**src/rtl/matmul_pkg.sv**
```systemverilog
// matmul_pkg: shared state encoding, limits and index-width helper for matrix_mult_seq.
package matmul_pkg;
    typedef enum logic [1:0] {IDLE, CALC, DONE} state_t;
    localparam int MAT_N_MAX = 8;
    function automatic int idx_w(input int n);
        return $clog2(n * n);
    endfunction
endpackage

```
**src/rtl/matrix_mult_seq_mac_unit.sv**
```systemverilog
// mac_unit: combinational multiply-accumulate, acc_in + a*b truncated to DATA_W.
module mac_unit #(
    parameter int DATA_W = 32
) (
    input  logic [DATA_W-1:0] acc_in,
    input  logic [DATA_W-1:0] a,
    input  logic [DATA_W-1:0] b,
    output logic [DATA_W-1:0] acc_out
);
    assign acc_out = acc_in + a * b;
endmodule

```
**src/rtl/matrix_mult_seq.sv**
```systemverilog
// matrix_mult_seq: sequential N x N matrix multiply C = A x B with one shared MAC.
// Define MATMUL_ACCUM_EN to add the accum input (C = C + A x B when latched high on start).
module matrix_mult_seq import matmul_pkg::*; #(
    parameter int DATA_W = 32,
    parameter int N      = 3,
    parameter int IDX_W  = idx_w(N)
) (
    input  logic              clk,
    input  logic              rst_n,
    input  logic              wr_en,
    input  logic              wr_sel,
    input  logic [IDX_W-1:0]  wr_addr,
    input  logic [DATA_W-1:0] wr_data,
    input  logic              start,
`ifdef MATMUL_ACCUM_EN
    input  logic              accum,
`endif
    output logic              busy,
    output logic              done,
    input  logic [IDX_W-1:0]  rd_idx,
    output logic [DATA_W-1:0] rd_data
);
    localparam int CW = $clog2(MAT_N_MAX);
    localparam logic [CW-1:0] LAST = CW'(N - 1);
    localparam logic [IDX_W-1:0] NN_LAST = IDX_W'(N * N - 1);
    typedef logic [DATA_W-1:0] bank_t [N*N];

    state_t state_q, state_d;
    logic [CW-1:0] i_q, i_d, j_q, j_d, k_q, k_d;
    logic [DATA_W-1:0] acc_q, acc_d;
    bank_t a_q, a_d, b_q, b_d, c_q, c_d;
    logic busy_q, done_q;
    logic [IDX_W-1:0] a_idx, b_idx, c_idx;
    logic [DATA_W-1:0] seed, mac_in, mac_out;
`ifdef MATMUL_ACCUM_EN
    logic accum_q, accum_d;
`endif

    assign a_idx = IDX_W'(int'(i_q) * N + int'(k_q));
    assign b_idx = IDX_W'(int'(k_q) * N + int'(j_q));
    assign c_idx = IDX_W'(int'(i_q) * N + int'(j_q));
`ifdef MATMUL_ACCUM_EN
    // C[i][j] is only rewritten at k==N-1, so at k==0 it still holds the previous result
    assign seed = accum_q ? c_q[c_idx] : '0;
`else
    assign seed = '0;
`endif
    assign mac_in = (k_q == '0) ? seed : acc_q;

    mac_unit #(.DATA_W(DATA_W)) u_mac (
        .acc_in (mac_in),
        .a      (a_q[a_idx]),
        .b      (b_q[b_idx]),
        .acc_out(mac_out)
    );

    always_comb begin
        state_d = state_q;
        i_d = i_q;
        j_d = j_q;
        k_d = k_q;
        acc_d = acc_q;
        a_d = a_q;
        b_d = b_q;
        c_d = c_q;
`ifdef MATMUL_ACCUM_EN
        accum_d = (state_q == IDLE && start) ? accum : accum_q;
`endif
        if (state_q == CALC) begin
            k_d = (k_q == LAST) ? '0 : k_q + 1'b1;
            acc_d = (k_q == LAST) ? '0 : mac_out;
            if (k_q == LAST) begin
                c_d[c_idx] = mac_out;
                j_d = (j_q == LAST) ? '0 : j_q + 1'b1;
                if (j_q == LAST) begin
                    i_d = (i_q == LAST) ? '0 : i_q + 1'b1;
                    state_d = (i_q == LAST) ? DONE : CALC;
                end
            end
        end else begin
            if (wr_en && wr_addr <= NN_LAST) begin
                if (wr_sel) b_d[wr_addr] = wr_data;
                else        a_d[wr_addr] = wr_data;
            end
            state_d = (state_q == IDLE && start) ? CALC : IDLE;
        end
    end

    always_ff @(posedge clk or negedge rst_n) begin
        if (!rst_n) begin
            state_q <= IDLE;
            i_q <= '0;
            j_q <= '0;
            k_q <= '0;
            acc_q <= '0;
            a_q <= '{default: '0};
            b_q <= '{default: '0};
            c_q <= '{default: '0};
            busy_q <= 1'b0;
            done_q <= 1'b0;
`ifdef MATMUL_ACCUM_EN
            accum_q <= 1'b0;
`endif
        end else begin
            state_q <= state_d;
            i_q <= i_d;
            j_q <= j_d;
            k_q <= k_d;
            acc_q <= acc_d;
            a_q <= a_d;
            b_q <= b_d;
            c_q <= c_d;
            busy_q <= (state_d == CALC);
            done_q <= (state_d == DONE);
`ifdef MATMUL_ACCUM_EN
            accum_q <= accum_d;
`endif
        end
    end

    assign busy = busy_q;
    assign done = done_q;
    assign rd_data = (rd_idx <= NN_LAST) ? c_q[rd_idx] : '0;
endmodule
```
**config.mk**
```make
export PLATFORM = sky130hd
export DESIGN_NAME = matrix_mult_seq
export DESIGN_NICKNAME = d
export VERILOG_FILES = /design/src/rtl/matmul_pkg.sv /design/src/rtl/matrix_mult_seq_mac_unit.sv /design/src/rtl/matrix_mult_seq.sv
export SDC_FILE = /design/constraint.sdc
export NUM_CORES = 2
export LEC_CHECK = 0
export CAP_MARGIN = 25
export CORE_MARGIN = 2
export CORE_UTILIZATION = 30
export CTS_BUF_LIST = sky130_fd_sc_hd__clkbuf_2
export DETAILED_ROUTE_END_ITERATION = 16
export GPL_ROUTABILITY_DRIVEN = 0
export SLEW_MARGIN = 5
export SYNTH_ARGS = -nofsm -noshare
export SYNTH_HDL_FRONTEND = slang
export SYNTH_SLANG_ARGS = --single-unit
```
**constraint.sdc**
```tcl
create_clock -name clk -period 18.5 [get_ports clk]
set_input_delay 2.775 -clock clk [delete_from_list [all_inputs] [get_ports clk]]
set_output_delay 2.775 -clock clk [all_outputs]
set_load 0.1 [all_outputs]
```
* Word level (Yosys, flattened, before mapping)
Index checks and enable logic that the tools add are counted.
** Storage, ports and cells
- Flip-flop bits (word level) :: 909
- Input bits :: 45
- Logic and storage cells :: 103
** Cells by class
- Add/sub/neg operators :: 7
- Multipliers :: 3
- Magnitude comparators :: 9
- Equality and inequality tests :: 6
- Mux-type cells :: 27
- Bitwise operators :: 7
- Reductions and logical operators :: 10
** Operators by type and width (count)
- 288-bit bitwise mux :: 3
- 32-bit binary-select mux with 4-bit select :: 3
- 32-bit 2-to-1 mux :: 11
- 32-bit demux with 4-bit select :: 2
- 32-bit adder :: 1
- 32-bit by 32-bit multiplier with 32-bit output :: 1
- 5-bit >= comparator, second input constant :: 5
- 4-bit inverter with 5-bit output :: 5
- 5-bit by 1-bit < comparator with 1-bit output, second input constant :: 2
- 3-bit by 1-bit adder with 3-bit output, second input constant :: 3
- 3-bit by 2-bit equality test with 1-bit output, second input constant :: 3
- 3-bit 2-to-1 mux :: 3
- 3-bit AND reduction :: 3
- 4-bit by 3-bit adder with 4-bit output :: 2
- 4-bit <= comparator, second input constant :: 2
- 3-bit by 2-bit multiplier with 4-bit output, second input constant :: 2
- 2-bit 2-to-1 mux :: 4
- 4-bit adder :: 1
- 2-bit by 1-bit equality test with 1-bit output, second input constant :: 2
- 1-bit logical AND :: 4
- 3-bit zero test :: 1
- 2-bit equality test, second input constant :: 1
- 2-bit zero test :: 1
- 1-bit inverter :: 2
- other kinds (2) :: 2

* Logic depth before layout (Yosys ltp)
- Depth in word-level cells :: 9
- Mapped depth :: 44
- Gate-level depth less buffers :: 39

* Modules after synthesis
Synthesis repeated with hierarchy kept, for this count alone.
** Second synthesis, totals
- Cell total of the unflattened synthesis :: 4518
- Area, all modules :: 58691.3 sq um
** Modules (own cells, without submodules)
- matrix_mult_seq :: times used 1, cells each 2650, area each 41775.1 sq um, seq. area each 22746.8 sq um
- mac_unit :: times used 1, cells each 1868, area each 16916.2 sq um, seq. area each 0.0 sq um

* Worst setup path before layout
OpenSTA, ideal clock, no wires.
- Path type :: register to register
- Start :: register j_q[1]
- End :: register c_q[127] (netlist bit)
- Setup time :: 0.125 ns
- Data arrival time :: 10.196 ns
- Slack :: 8.180 ns
- Cell stages (with the launch flop) :: 39
- Path buffers :: 3
- Clock period less this slack :: 10.320 ns
- Cells stage by stage :: dfrtp_1 > fa_1 > ha_1 > inv_1 > fa_1 > buf_4 > buf_4 > mux4_2 > mux2i_1 > nor2_1 > a31oi_1 > clkbuf_1 > nor2_1 > fa_1 > inv_1 > fa_1 > inv_1 > fa_1 > (+3 left out) > fa_1 > fa_1 > fa_1 > inv_1 > fa_1 > inv_1 > ha_1 > a21o_1 > a21o_1 > a21oi_1 > o21ai_0 > or2_2 > a41o_1 > a21oi_1 > o21ai_0 > a31oi_1 > xnor2_4 > mux2_2
** Between the ends
- Word-level cells in the longest chain between the ends :: 8
** RTL lines
- start, declared :: line matrix_mult_seq.sv:29 : logic [CW-1:0] i_q, i_d, j_q, j_d, k_q, k_d;
- start signal, assigned :: line matrix_mult_seq.sv:107 : j_q <= j_d;
- 4-bit by 3-bit adder with 4-bit output :: line matrix_mult_seq.sv:40 : assign b_idx = IDX_W'(int'(k_q) * N + int'(j_q));
- 4-bit inverter with 5-bit output (implied by the code) :: line matrix_mult_seq.sv:53 : .b (b_q[b_idx]),
- 32-bit binary-select mux with 4-bit select :: line matrix_mult_seq.sv:53
- 32-bit 2-to-1 mux (implied by the code) (2 in a row) :: line matrix_mult_seq.sv:53
- 32-bit by 32-bit multiplier with 32-bit output :: line matrix_mult_seq_mac_unit.sv:10 : assign acc_out = acc_in + a * b;
- 32-bit adder :: line matrix_mult_seq_mac_unit.sv:10
- 288-bit bitwise mux (*) :: line matrix_mult_seq.sv:73 : c_d[c_idx] = mac_out;
- end signal, assigned :: line matrix_mult_seq.sv:98 : c_q <= '{default: '0};
- end signal, assigned :: line matrix_mult_seq.sv:112 : c_q <= c_d;
- end, declared :: line matrix_mult_seq.sv:31 : bank_t a_q, a_d, b_q, b_d, c_q, c_d;
Every way passes the cells marked *; elsewhere a longest branch is shown, timed or not. The select of a mux whose other input is x is not followed.
A chain may end at the register's enable or synchronous reset.

* Final worst setup path
- Start :: register i_q[0]
- End :: register c_q[124] (netlist bit)
** Between the ends
- Word-level cells in the longest chain between the ends :: 9
** RTL lines
- start, declared :: line matrix_mult_seq.sv:29
- start signal, assigned :: line matrix_mult_seq.sv:106 : i_q <= i_d;
- 3-bit by 2-bit multiplier with 4-bit output (*) :: line matrix_mult_seq.sv:39, matrix_mult_seq.sv:41
- 4-bit adder :: line matrix_mult_seq.sv:39 : assign a_idx = IDX_W'(int'(i_q) * N + int'(k_q));
- 4-bit inverter with 5-bit output (implied by the code) :: line matrix_mult_seq.sv:52 : .a (a_q[a_idx]),
- 32-bit binary-select mux with 4-bit select :: line matrix_mult_seq.sv:52
- 32-bit 2-to-1 mux (implied by the code) (2 in a row) :: line matrix_mult_seq.sv:52
- 32-bit by 32-bit multiplier with 32-bit output :: line matrix_mult_seq_mac_unit.sv:10
- 32-bit adder :: line matrix_mult_seq_mac_unit.sv:10
- 288-bit bitwise mux (*) :: line matrix_mult_seq.sv:73
Marks and branches as above.

==> results.toml <==
[run_status]
status = "completed"

[synth]
synthCells = 4932
synth_nets = 5558
async_flop_share_pct = 100
synth_area_leaders = "dfrtp_1 40%, fa_1 15%, mux2_2 13%"
synth_seq_cells = 909
synth-edff-count = 0
synth_top_area_cell = "dfrtp_1"
avgSynthCellArea_um2 = 11.6
synthMostInstantiatedCell = "dfrtp_1"
ys_warn_count = 0
yosysSeqAreaShare_pct = 39.6
synthFlopType = "dfrtp_1"
yosysTopAreaCellShare_pct = 39.6
synthTopCellsByCount = "909 x dfrtp_1, 694 x nand2_1, 668 x mux2_2"
netlist_area_mm2 = 0.0574
synth.distinct_cells = 64

[critical_path]
cp-end-kind = "flop"
crit_arrival_ns = 13.28
start_kind = "flop"
slowest_delay_ns = 1.14
cp_common_cell = "fa_1"
required_ns = 19.86
cp_max_fo = 37
worst-setup-path-type = "flop to flop"
crit_slowest_cell = "fa_4"

[clock_tree]
clkTransAtPathRegs_ns = 0.09
cts_made_buffers = 225
cts_hold_buffers = 0
clock_latency_ns = 1.65
clockRootBuffer = "clkbuf_2"
ctsResizeCount = 0
cts_tree = "done"
clock-sinks = 909
postCtsSetupRepairBufs = 0
cts.path.max_buffers = 3
htree_levels = 4

[final_layout]
nets = 5698
syn_to_final_growth_pct = 10.6
drive_gt1_share_pct = 28.4

[place]
portBuffers = 78
hpwl_um = 105000
place_ws_ns = 6.55

[job]
drv_cap = 0

[detailed_routing]
first_pass_iters = 6
finalWirelength_um = 156000
wl_per_cell_um = 20.2
ant_nets = 0
via_count = 38000
drcViolationCount = 0
first_iter_violations = 2584
viasPerCell = 4.90

[sta]
fin_worst_skew_ns = 0.153
slew_violations = 0
finalSetupViolCount = 0
tightest_slew_ns = 1.10
fin_crit_ns = 11.91
finalCritPeriodShare_pct = 64.4
finalSetupTns_ns = 0
worst_slack_ns = 6.59
clock.fmax_mhz = 83.9
rsz0062_at_grt = "false"
hold_viol_final = 0
max_slew_margin_pct = 26.5

[die]
io_pins = 79
die_w_um = 441
initial_core_util_pct = 30.2
core_area_mm2 = 0.190
die-area_mm2 = 0.195
die_h_um = 441
row_count = 160

[grt]
grt_use_total_pct = 16.3
antenna_found_initial = 9
grt_pass1_wl_um = 245000
grt_max_degree = 123
overflow = 0
grt_pass1_vias = 40900

[pwr]
worst_ir_drop_vdd_mv = 0.192
pwr_density_cell_mw_per_mm2 = 95.9
p_leak_nw = 30.9

[worst_hold_path]
hold_path.class = "flop to flop"
-- cell families after synthesis --
logic type	count (synthesis)	synth area share (%)
multiplexers	957	22.4
XOR/XNOR	96	1.56
adder cells (fa/ha/maj)	581	18.5
AO/OA/AOI/OAI	320	3.42
buffers and inverters	835	5.70
flip-flops	909	39.6
AND/OR/NAND/NOR	1234	8.85
-- worst max-delay path, delay by kind of cell (launching register included) --
family	cells	cell delay, ns
AO/OA/AOI/OAI	10	1.86
XOR/XNOR	1	0.73
AND/OR/NAND/NOR	3	0.73
flip-flops	1	0.51
multiplexers	1	0.52
buffers and inverters	10	1.70
adder cells (fa/ha/maj)	11	5.61
-- report_power, final --
| group | switching [W] | internal, W |
|---|---|---|
| Clock | 0.000834 | 0.000503 |
| Sequential | 0.0000732 | 0.00209 |
| Combinational | 0.00173 | 0.000856 |
| Total | 0.00264 | 0.00345 |
-- stage by stage --
step	cells	hold slack [ns]	power, W	cell area [um^2]	utilization, %
after floorplan	4932	0.440	0.00395	57400	-
after global placement	7344	0.452	0.00477	61300	32.2
after detailed placement	7347	0.458	0.00481	61300	32.2
after CTS	7734	0.480	0.00617	63300	33.3
after global routing	7748	0.497	0.00643	63500	33.4
final	7750	0.474	0.00609	63500	33.4
-- final timing paths --
path                            cells after the start           startpoint                    to  slack, ns
worst max register to register                     36   i_q[0]$_DFFE_PN0P_  c_q[124]$_DFFE_PN0P_       6.59
worst max-delay path                               36   i_q[0]$_DFFE_PN0P_  c_q[124]$_DFFE_PN0P_       6.59
max in group asynchronous                           5                rst_n  c_q[169]$_DFFE_PN0P_      14.14
min in group asynchronous                           1                rst_n  a_q[183]$_DFFE_PN0P_       1.27
worst min register to register                      2  c_q[42]$_DFFE_PN0P_   c_q[42]$_DFFE_PN0P_       0.47
worst min-delay path                                2  c_q[42]$_DFFE_PN0P_   c_q[42]$_DFFE_PN0P_       0.47
-- layout by cell type (no fill, tap or decap), drive strengths merged, types with 7 or more instances in the layout --
cell           Yosys  routed
a21o              20      20
a21oi             28      28
a22o              21      21
a31o              12      12
a31oi             42      42
and2              23      23
buf               88     134
clkbuf           208     333
clkdlybuf4s50      0      74
clkinv             0      43
dfrtp            909     909
diode              0       7
fa               444     444
ha               137     137
inv              539     550
mux2             669     669
mux2i             96      96
mux4             192     192
nand2            694     694
nand2b            35      35
nand3             24      24
nor2             356     356
nor2b             12      12
nor3              15      15
o21a               7       7
o21ai            164     164
o31ai             13      13
or2               53      53
xnor2             78      78
xor2              17      17
-- final cells by class --
class                      instances  area [um^2]
clock inverter                    55          309
fill                           19200       127000
timing repair buffer             209         1880
inverter                         539         2020
antenna                            7         17.5
sequential                       909        22700
tap                             2511         3140
multi-input combinational       3188        31700
clock buffer                     332         1660
-- sequential cells by signal, indices dropped and copies added (netlist names) --
name,flops
a_q,288
b_q,288
c_q,288
acc_q,32
i_q,3
j_q,3
k_q,3
state_q,2
busy,1
done,1
-- layer usage --
layer | wire [um] | vias to the layer above | track usage (%) | share of wire [%]
met5 | 51 | - | 0.0489 | 0.033
met4 | 3670 | 8 | 4.66 | 2.3
met3 | 10100 | 264 | 3.36 | 6.5
met2 | 72800 | 1132 | 26.1 | 47
met1 | 69900 | 20000 | 22.5 | 45
li1 | - | 16600 | - | -
Note: power is estimated with default switching activity, not from simulation.
